$ cat config.mk
export PLATFORM = sky130hd
export DESIGN_NAME = shift_seq
export DESIGN_NICKNAME = d
export VERILOG_FILES = /design/src/rtl/shift_seq.sv
export SDC_FILE = /design/constraint.sdc
export NUM_CORES = 1
export LEC_CHECK = 0
export CAP_MARGIN = 20
export CORE_ASPECT_RATIO = 1.1
export CORE_MARGIN = 1
export CORE_UTILIZATION = 42
export DETAILED_ROUTE_END_ITERATION = 8
export PLACE_DENSITY = 0.75
export SYNTH_ARGS = -nofsm -noshare
export SYNTH_HDL_FRONTEND = slang
export SYNTH_SLANG_ARGS = --single-unit
$ cat constraint.sdc
create_clock -name clk_i -period 1.1 [get_ports clk_i]
set_input_delay 0.165 -clock clk_i [delete_from_list [all_inputs] [get_ports clk_i]]
set_output_delay 0.165 -clock clk_i [all_outputs]
set_load 0.01 [all_outputs]
$ cat src/rtl/shift_seq.sv
// -----------------------------------------------------------------------------
// shift_seq
// Multi-cycle shifter. It accepts one request at a time and moves a working
// register one bit position per clock for count_i cycles. It then presents
// the result for one cycle with done_o. The result stays on res_o/cout_o
// until the next request is accepted.
//
// Build option:
//   SHIFT_SEQ_ASR_EN  When defined, op 3'b100 performs an arithmetic shift
//                     right. When undefined, op 3'b100 behaves as SHL and no
//                     sign-fill path is built.
//
// Ports:
//   clk_i    : clock, all state changes on the rising edge
//   rst_ni   : synchronous active-low reset
//   start_i  : request, taken only while ready_o is high
//   op_i     : 000 SHL, 001 SHR, 010 ROL, 011 ROR, 100 ASR, others as SHL
//   rs_i     : operand, captured on acceptance
//   count_i  : shift amount, captured on acceptance
//   ready_o  : a request can be accepted this cycle (IDLE or DONE)
//   busy_o   : a shift is in progress (SHIFT)
//   done_o   : one-cycle pulse, res_o/cout_o valid (DONE)
//   res_o    : shifted result
//   cout_o   : last bit shifted out (0 for rotates and count 0)
// -----------------------------------------------------------------------------
module shift_seq #(
    parameter int WIDTH = 8,
    parameter int CNT_W = $clog2(WIDTH)
) (
    input  logic             clk_i,
    input  logic             rst_ni,
    input  logic             start_i,
    input  logic [2:0]       op_i,
    input  logic [WIDTH-1:0] rs_i,
    input  logic [CNT_W-1:0] count_i,
    output logic             ready_o,
    output logic             busy_o,
    output logic             done_o,
    output logic [WIDTH-1:0] res_o,
    output logic             cout_o
);

    typedef enum logic [1:0] {
        IDLE  = 2'd0,
        SHIFT = 2'd1,
        DONE  = 2'd2
    } state_t;

    state_t           state_r,  state_nxt_s;
    logic [WIDTH-1:0] work_r,   work_nxt_s;
    logic [CNT_W-1:0] cnt_r,    cnt_nxt_s;
    logic [2:0]       op_r,     op_nxt_s;
    logic             cout_r,   cout_nxt_s;
    logic             ready_r,  busy_r, done_r;
    logic             accept_s;
    logic [WIDTH:0]   step_s;

    // One-position move of the working word. The return value is {bit_out, word}.
    // Reserved codes (and 3'b100 when ASR is not built) fall into the SHL arm.
    function automatic logic [WIDTH:0] shift_step(input logic [2:0]       op,
                                                  input logic [WIDTH-1:0] w);
        logic [WIDTH:0] r;
        case (op)
            3'b001:  r = {w[0], 1'b0, w[WIDTH-1:1]};              // SHR
            3'b010:  r = {1'b0, w[WIDTH-2:0], w[WIDTH-1]};        // ROL
            3'b011:  r = {1'b0, w[0], w[WIDTH-1:1]};              // ROR
`ifdef SHIFT_SEQ_ASR_EN
            3'b100:  r = {w[0], w[WIDTH-1], w[WIDTH-1:1]};        // ASR
`endif
            default: r = {w[WIDTH-1], w[WIDTH-2:0], 1'b0};        // SHL
        endcase
        return r;
    endfunction

    assign accept_s = start_i & ready_r;
    assign step_s   = shift_step(op_r, work_r);

    // Next-state and datapath update for the IDLE/SHIFT/DONE sequencer.
    always_comb begin
        state_nxt_s = state_r;
        work_nxt_s  = work_r;
        cnt_nxt_s   = cnt_r;
        op_nxt_s    = op_r;
        cout_nxt_s  = cout_r;
        case (state_r)
            IDLE, DONE: begin
                if (accept_s) begin
                    work_nxt_s = rs_i;
                    op_nxt_s   = op_i;
                    cnt_nxt_s  = count_i;
                    cout_nxt_s = 1'b0;
                    // A zero count skips SHIFT, so the operand is returned unchanged.
                    if (count_i == {CNT_W{1'b0}}) begin
                        state_nxt_s = DONE;
                    end else begin
                        state_nxt_s = SHIFT;
                    end
                end else begin
                    state_nxt_s = IDLE;
                end
            end
            SHIFT: begin
                work_nxt_s = step_s[WIDTH-1:0];
                cout_nxt_s = step_s[WIDTH];
                cnt_nxt_s  = cnt_r - CNT_W'(1);
                if (cnt_r == CNT_W'(1)) begin
                    state_nxt_s = DONE;
                end else begin
                    state_nxt_s = SHIFT;
                end
            end
            default: begin
                state_nxt_s = IDLE;
            end
        endcase
    end

    // State and datapath registers. The status flags are registered from the next state.
    always_ff @(posedge clk_i) begin
        if (!rst_ni) begin
            state_r <= IDLE;
            work_r  <= {WIDTH{1'b0}};
            cnt_r   <= {CNT_W{1'b0}};
            op_r    <= 3'b000;
            cout_r  <= 1'b0;
            ready_r <= 1'b1;
            busy_r  <= 1'b0;
            done_r  <= 1'b0;
        end else begin
            state_r <= state_nxt_s;
            work_r  <= work_nxt_s;
            cnt_r   <= cnt_nxt_s;
            op_r    <= op_nxt_s;
            cout_r  <= cout_nxt_s;
            ready_r <= (state_nxt_s != SHIFT);
            busy_r  <= (state_nxt_s == SHIFT);
            done_r  <= (state_nxt_s == DONE);
        end
    end

    assign ready_o = ready_r;
    assign busy_o  = busy_r;
    assign done_o  = done_r;
    assign res_o   = work_r;
    assign cout_o  = cout_r;

endmodule

# Word-level counts from Yosys, hierarchy flattened
# Cells that the tools add are included.
# totals
reg_bits	20
latch_bits	0
ram_bits	0
mem_bits_ro	0
inputBits	17
output_inout_bits	12
word_cells	37
mem_count	0
# op_classes
n_addsub	1
n_mul	0
div	0
n_lt_le_gt_ge	0
eq_ne	10
shifts	0
mux	11
bitwise	1
n_reduce_logical	6
# op_table
operator	n
$pmux W9 S3	1
$pmux W8 S2	1
$mux W8	1
$eq A3 B1 Y1 const B	2
$eq A3 B2 Y1 const B	2
$mux W2	3
$pmux W3 S2	1
$eq A2 B1 Y1 const B	2
$eq A2 B2 Y1 const B	2
$pmux W2 S2	1
$reduce_and A2 Y1	2
$logic_not A3 Y1	1
$mux W3	1
$sub A3 B1 Y3 const B	1
$logic_not A2 Y1	1
$ne A2 B1 Y1 const B	1
$ne A2 B2 Y1 const B	1
$pmux W1 S2	1
$reduce_bool A2 Y1	1
$reduce_or A2 Y1	1
$and A1 B1 Y1	1
$mux W1	1

# Depth between registers and ports, before layout
# Gate-level depths: netlist (run 1).
# depth
word_depth	5
ltp_mapped	5
depth_no_buf	5

# Least setup slack after synthesis (run 1)
# No wires, ideal clock.
# synth_path
kind	flip-flop to flip-flop
from	register state_r[0]
to	register cnt_r[0]
arrival_ps	1077
required_ps	963
path_slack_ps	-113
path_stages_with_launch	6
path_buffers	2
path_cell_list	dfxtp_1 and3b_1 buf_6 buf_8 a211oi_2 a211oi_1
# synth_between
elab_chain_len	4
word_cells_on_any_way	8
cone_classes	eq/ne (3); mux (1); reduce/logical (4)
# synth_rtl
element	line	source
start: declaration	49	state_t state_r, state_nxt_s;
start signal: assignment	130	state_r <= state_nxt_s;
$eq A2 B2 Y1 or $logic_not A2 Y1 (tied branches)	85	case (state_r)
$reduce_or A2 Y1	85	
$ne A2 B2 Y1 (no source line) or $reduce_bool A2 Y1 (tied branches)	n/a	
$reduce_and A2 Y1 (no source line)	n/a	
end signal: assignment	123	cnt_r <= {CNT_W{1'b0}};
end signal: assignment	132	cnt_r <= cnt_nxt_s;
end: declaration	51	logic [CNT_W-1:0] cnt_r, cnt_nxt_s;
# Several ways; a longest one is shown, not always the timed one.
# A chain may end at the register's enable or synchronous reset.

# Worst setup path in the final report (run 1)
# layout_path
from	register op_r[0]
to	register work_r[3], in the netlist res_o[3]
# layout_between
elab_chain_len	3
word_cells_on_any_way	5
cone_classes	eq/ne (3); mux (2)
# layout_rtl
element	line	source
start: declaration	52	logic [2:0] op_r, op_nxt_s;
start signal: assignment	133	op_r <= op_nxt_s;
$eq A3 B2 Y1 or $eq A3 B1 Y1 (tied branches)	63	case (op)
$pmux W9 S3 *	63	
$pmux W8 S2 *	85	
end signal: assignment	122	work_r <= {WIDTH{1'b0}};
end signal: assignment	131	work_r <= work_nxt_s;
end: declaration	50	logic [WIDTH-1:0] work_r, work_nxt_s;
# Mark *: on every way between the ends. The rest lies on a longest branch, timed or not.

==> results of run 1 <==
sequential cells by signal, indices dropped and copies added, names as in the netlist:
name,count
busy_o,1
done_o,1
op_r,3
state_r,2
res_o,8
cout_o,1
cnt_r,3
ready_o,1
kinds of logic after synthesis:
group	synth area share (%)
AND/OR/NAND/NOR	18.5
multiplexers	6.85
buffers and inverters	9.67
flip-flops	39.2
adder cells (fa/ha/maj)	2.45
AO/OA/AOI/OAI	23.4
area by class of cell:
type                    count  area (sq um)  area share [%]
inverters                   5          18.8            1.14
clock buffers               4          36.3            2.20
flip-flops and latches     20           407            24.7
multi-input cells          76           606            36.8
repair buffers             59           542            32.9
well taps                  30          37.5            2.28
Yosys cell counts:
cell / n
o211ai_1: 1
nand3b_2: 1
a2111oi_2: 1
dfxtp_1: 20
and2_1: 1
nand2_1: 15
clkbuf_1: 1
o21bai_1: 1
nor3_1: 3
nand2b_1: 1
o2bb2ai_1: 1
nand3_1: 2
a221oi_1: 4
buf_4: 1
a211oi_1: 2
a32oi_1: 2
mux2i_1: 7
nand4_1: 3
nand3b_1: 1
o21ai_0: 3
buf_8: 2
a21oi_2: 2
ha_1: 2
a211oi_2: 1
buf_6: 3
a221oi_2: 2
and2b_1: 1
and3b_1: 1
or2b_1: 1
a21oi_1: 8
inv_1: 5
nor2b_1: 3
a2bb2oi_1: 2
nor2_1: 4
clkbuf_2: 1
per-stage QoR:
step                util, %  power [W]  hold WS (ps)
floorplan                 -    0.00129           301
global placement       65.0    0.00163           462
detailed placement     65.0    0.00166           476
CTS                    69.5    0.00213           395
global route           72.4    0.00232           409
finish                 72.4    0.00221           400
routing by layer:
| layer | track usage (%) | vias up |
|---|---|---|
| met5 | 0 | - |
| met4 | 11.3 | 0 |
| met3 | 1.98 | 5 |
| met2 | 38.9 | 25 |
| met1 | 25.7 | 494 |
| li1 | - | 504 |
critical path: cells and delay by family, from the launching register on:
kind	cells	cell delay [ps]
flip-flops	1	350
multiplexers	1	260
AND/OR/NAND/NOR	1	170
buffers and inverters	1	150
AO/OA/AOI/OAI	1	90
cell usage in the layout, fill, tap and decap left out, types with 3 or more instances in the layout:
cell type,Yosys,layout
clkbuf_2,1,4
clkdlybuf4s15_1,0,8
inv_1,5,5
mux2i_1,7,6
nand2_1,15,15
buf_4,1,24
nor2_1,4,4
a21oi_2,2,5
nand4_1,3,3
buf_6,3,5
a21oi_1,8,5
dfxtp_2,0,5
clkdlybuf4s50_1,0,16
clkbuf_4,0,3
a221oi_2,2,4
dfxtp_1,20,15
how the worst max path moves through the flow:
stage | from | end | depth (start not counted)
finish | op_r[0] | res_o[3] | 4
global route | state_r[0] | res_o[3] | 4
CTS | state_r[1] | res_o[1] | 4
detailed placement | start_i | res_o[5] | 5
global placement | start_i | res_o[5] | 5
floorplan | state_r[0] | cnt_r[0] | 5
where the power goes:
part           internal [W]  switching, W  total [W]
clock network      0.000202      0.000237   0.000439
registers          0.000815     0.0000541   0.000869
logic              0.000496      0.000407   0.000902
total               0.00151      0.000698    0.00221
timing repair:
action                     in CTS  in global routing
pin swaps                       4                  7
gates resized for setup        31                 24
buffers inserted                1                  1
cloned                          1                  1
setup endpoints to repair      27                 29
==> flow_summary_export.csv, run 1 <==
group,metric,value,unit
logic_synthesis,synth_top_area_share,39.2,%
global_route,overflow,0,
detailed_routing,drtPass1Iterations,4,
outcome,violations,"negative setup slack",
finish,fin_cells,194,
global_route,antenna_found_initial,0,
sta,skew,2.14,ps
floorplanning,initial_core_util,44.9,%
logic_synthesis,syn-num-nets,128,
logic_synthesis,synth_seq_cells,20,
placement,dp.cells,186,
run,cap_violations,0,
floorplanning,die_w,49.0,microns
detailed_routing,drc_errors,0,
detailed_routing,wl_met2,1470,microns
critical_path,critPathMaxFanout,5,
detailed_routing,routedWlPerCell,14.6,microns
placement,placed_area,1480,sq um
critical_path,cp-start-kind,"flip-flop",
detailed_routing,highest_layer,"met4",
floorplanning,ios,29,
logic_synthesis,yosysWarningCount,0,
finish,nets,184,
detailed_routing,dr_wl_met3,92,microns
placement,finalWeightedCongestion,0.888,
logic_synthesis,netlist-cell-type-count,35,
clocking,tritoncts,"done",
critical_path,cp-end-kind,"flip-flop",
clocking,cts_buffer_depth,2,
sta,slew_viol_final,0,
critical_path,rrSetupSlack,-50,ps
critical_path,slowest_stage,"dfxtp_1",
finish,area_growth,61.1,%
finish,drive_above_1_share,39.0,%
logic_synthesis,postSynthAreaPerCell,9.38,sq um
logic_synthesis,seq_area_frac_synth,39.2,%
critical_path,timing_worst_setup_path_type,"reg -> reg",
detailed_routing,vias,1028,
worst_hold_path,hold_class,"in -> reg",
sta,fin_ws,-50.4,ps
sta,finalCritPeriodShare,105,%
global_route,grt_usage,21.5,%
sta,hold_violations,0,
detailed_routing,drt-initial-drc-count,15,
detailed_routing,wl_met1,1230,microns
critical_path,crit_required,1280,ps
logic_synthesis,yosys-top-cells-area,"dfxtp_1, mux2i_1, nand2_1, a21oi_1, a221oi_1",
sta,max_freq,869,MHz
detailed_routing,postRouteAntennaNets,0,
logic_synthesis,synth_top_area_cell,"dfxtp_1",
placement,pre_cts_ws,-344,ps
floorplanning,die_y,53.7,microns
sta,setup_viol,9,
worst_hold_path,min_from,"op_i[2]",
placement,dp_hpwl,1910,microns
logic_synthesis,netlist_instances,109,
global_route,grt_max_degree,15,
sta,worstMarginPinSlew,514,ps
detailed_routing,routed_via_density,5.30,
clocking,cts.reportedPaths.clkPinSlew,110,ps
critical_path,cp_slowest_stage_delay,350,ps
clocking,ctsHoldBuffers,0,
clocking,cts-htree-levels,1,
floorplanning,core-area,2270,sq um
worst_hold_path,min_to,"op_r[2]",
clocking,clk_latency,310,ps
worst_hold_path,holdPathStages,3,
global_route,grt_pass1_vias,958,
global_route,grt_pass1_wl,4230,microns
sta,fin_crit,1150,ps
finish,fin_area,1650,sq um
logic_synthesis,synthesis.area,1020,sq um
finish,nFillCells,176,
placement,port_buffers,28,
critical_path,critical_path_arrival,1330,ps
critical_path,r2r_start,"op_r[0]",
sta,slew_headroom,65.7,%
sta,grt_setup_unrepaired,"yes",
floorplanning,die-area,2640,sq um
detailed_routing,wirelength,2840,microns
finish,diodes,0,
clocking,root_buffer,"clkbuf_4",
power,powerDensity,1340,nW/um^2
power,total_leakage_power,0.648,nW
critical_path,cp_cell_sequence,"nor2b_4 > buf_6 > mux2i_1 > a221oi_2",
power,ir_drop,0.00107,V
floorplanning,fp-row-count,18,
sta,tns,-269,ps
clocking,cts.sinks,20,
critical_path,worst-r2r-cell-count,4,
clocking,cts_buffers,3,
outcome,status,"finished with violations",
critical_path,reg2reg_to,"res_o[3]",
Note: power is estimated with default switching activity, not from simulation.
==> inputs of run 2 (changes only) <==
CORE_ASPECT_RATIO = not set   (was 1.1)
SETUP_SLACK_MARGIN = 0.05   (was not set)
==> run 2 against run 1 <==
The flow still finishes with violations (negative setup slack). Utilization increased by 2.0 points. Routed wire length increased by 6.9%. Register-to-register slack got worse by 90 ps. Final area increased by 1.8%. Final cell count increased by 2.1%. Sequential cell count unchanged. Sequential power increased by 0.8%. Fmax decreased by 7.1%.
==> flow_summary_export.csv, run 2 (synthesis gave the netlist of run 1 again) <==
group,metric,value,unit
sta,finalCritPeriodShare,113,%
placement,port_buffers,28,
power,power.switching,0.000724,W
outcome,violations,"negative setup slack",
finish,drive_above_1_share,51.8,%
clocking,cts_buffers,3,
floorplanning,ios,29,
floorplanning,die_y,51.3,microns
sta,fin_ws,-139,ps
power,pwr-share-comb,38.9,%
sta,skew,1.87,ps
power,swShare,29.7,%
clocking,cts_buffer_depth,2,
detailed_routing,wirelength,3030,microns
finish,final_common_cell,"buf_4",
global_route,grt_pass1_wl,4280,microns
sta,worstMarginPinSlew,535,ps
sta,worst_hold_slack,405,ps
floorplanning,core-area,2250,sq um
detailed_routing,drt-initial-drc-count,22,
floorplanning,initial_core_util,45.3,%
detailed_routing,drtPass1Iterations,4,
floorplanning,fp-row-count,17,
critical_path,timing_worst_setup_path_type,"reg -> reg",
critical_path,slowest_stage,"dfxtp_2",
power,power,0.00244,W
critical_path,critical_path_arrival,1460,ps
outcome,status,"finished with violations",
global_route,overflow,0,
global_route,grt_pass1_vias,952,
clocking,ctsHoldBuffers,0,
finish,mostFrequentLayoutCells,"buf_4, clkdlybuf4s50_1, nand2_1",
global_route,grt_usage,21.8,%
worst_hold_path,min_from,"op_i[1]",
power,total_leakage_power,0.696,nW
global_route,grt_max_degree,14,
placement,dp_hpwl,1860,microns
detailed_routing,drc_errors,0,
critical_path,cp-end-kind,"flip-flop",
finish,area_growth,64.0,%
clocking,tritoncts,"done",
critical_path,cp_slowest_stage_delay,360,ps
power,internal-power,0.00171,W
sta,max_freq,807,MHz
sta,hold_violations,0,
clocking,cts-htree-levels,1,
critical_path,rrSetupSlack,-140,ps
detailed_routing,postRouteAntennaNets,0,
finish,fin_cells,198,
placement,dp.cells,182,
sta,fin_crit,1240,ps
worst_hold_path,hold_class,"in -> reg",
sta,grt_setup_unrepaired,"yes",
critical_path,r2r_start,"state_r[0]",
detailed_routing,routed_via_density,5.40,
sta,slew_viol_final,0,
run,cap_violations,0,
sta,slew_headroom,64.3,%
detailed_routing,routedWlPerCell,15.3,microns
finish,largest_reg_flops,8,
clocking,root_buffer,"clkbuf_4",
floorplanning,die_w,51.3,microns
clocking,cts.sinks,20,
clocking,cts.reportedPaths.clkPinSlew,120,ps
placement,placed_area,1470,sq um
placement,finalWeightedCongestion,0.787,
finish,utilization,74.4,%
global_route,antenna_found_initial,0,
critical_path,critPathLaunch,"state_r[0]",
power,powerDensity,1450,nW/um^2
finish,fin_area,1680,sq um
power,sequentialPowerShare,36.0,%
power,p_clk_share,25.1,%
detailed_routing,vias,1069,
critical_path,critPathMaxFanout,7,
power,ir_drop,0.00107,V
floorplanning,die-area,2640,sq um
critical_path,crit_required,1320,ps
finish,nets,190,
critical_path,cp_cell_sequence,"and3b_2 > buf_12 > a21oi_2 > a221oi_2",
finish,nFillCells,165,
clocking,clk_latency,310,ps
critical_path,cp-start-kind,"flip-flop",
sta,setup_viol,15,
finish,diodes,0,
==> run 2: power by group through the flow <==
stage / combinational [W] / sequential, W / clock [W]
final: 0.000948 / 0.000876 / 0.000611
after global placement: 0.000757 / 0.000876 / 0
after global routing: 0.00102 / 0.000884 / 0.000663
after detailed placement: 0.000776 / 0.000882 / 0
after CTS: 0.000790 / 0.000869 / 0.000619
after floorplan: 0.000375 / 0.000920 / 0
==> run 2: repair_timing <==
item                                    CTS  global route
cloned                                    0             1
buffers inserted                          2             9
pin swaps                                 2            12
gates resized for setup                  43            31
endpoints found under the setup margin   32            31
==> run 2: final timing paths <==
path	end	depth (start not counted)
setup / recovery	res_o[6]	4
setup reg to reg	res_o[6]	4
hold / removal	op_r[1]	3
hold reg to reg	op_r[2]	2
==> run 2: layout make-up <==
type                       count  area, sq um  share of cell area [%]
inverter                       5         18.8                    1.12
tap                           28         35.0                    2.09
timing repair buffer          65          544                    32.5
clock inverter                 1         30.0                    1.79
multi-input combinational     76          611                    36.4
sequential                    20          415                    24.8
clock buffer                   3         22.5                    1.34
==> run 2: through the flow <==
stage | worst slack [ps] | setup TNS [ps]
floorplan | -22.0 | -56.7
global placement | -328 | -5690
detailed placement | -429 | -6700
CTS | -111 | -1040
global route | -189 | -2210
finish | -139 | -1230
==> run 2: critical path: cells and delay by family, from the launching register on <==
family	cells	cell delay (ps)
flops	1	360
compound gates	2	340
simple gates	1	310
buf+inv	1	150
==> run 2: layer usage <==
layer  track usage, %  wire, microns  up-vias
li1                 -              -      522
met1             27.1           1350      510
met2             37.7           1530       32
met3             4.17            120        5
met4             6.76             33        0
met5                0              0        -
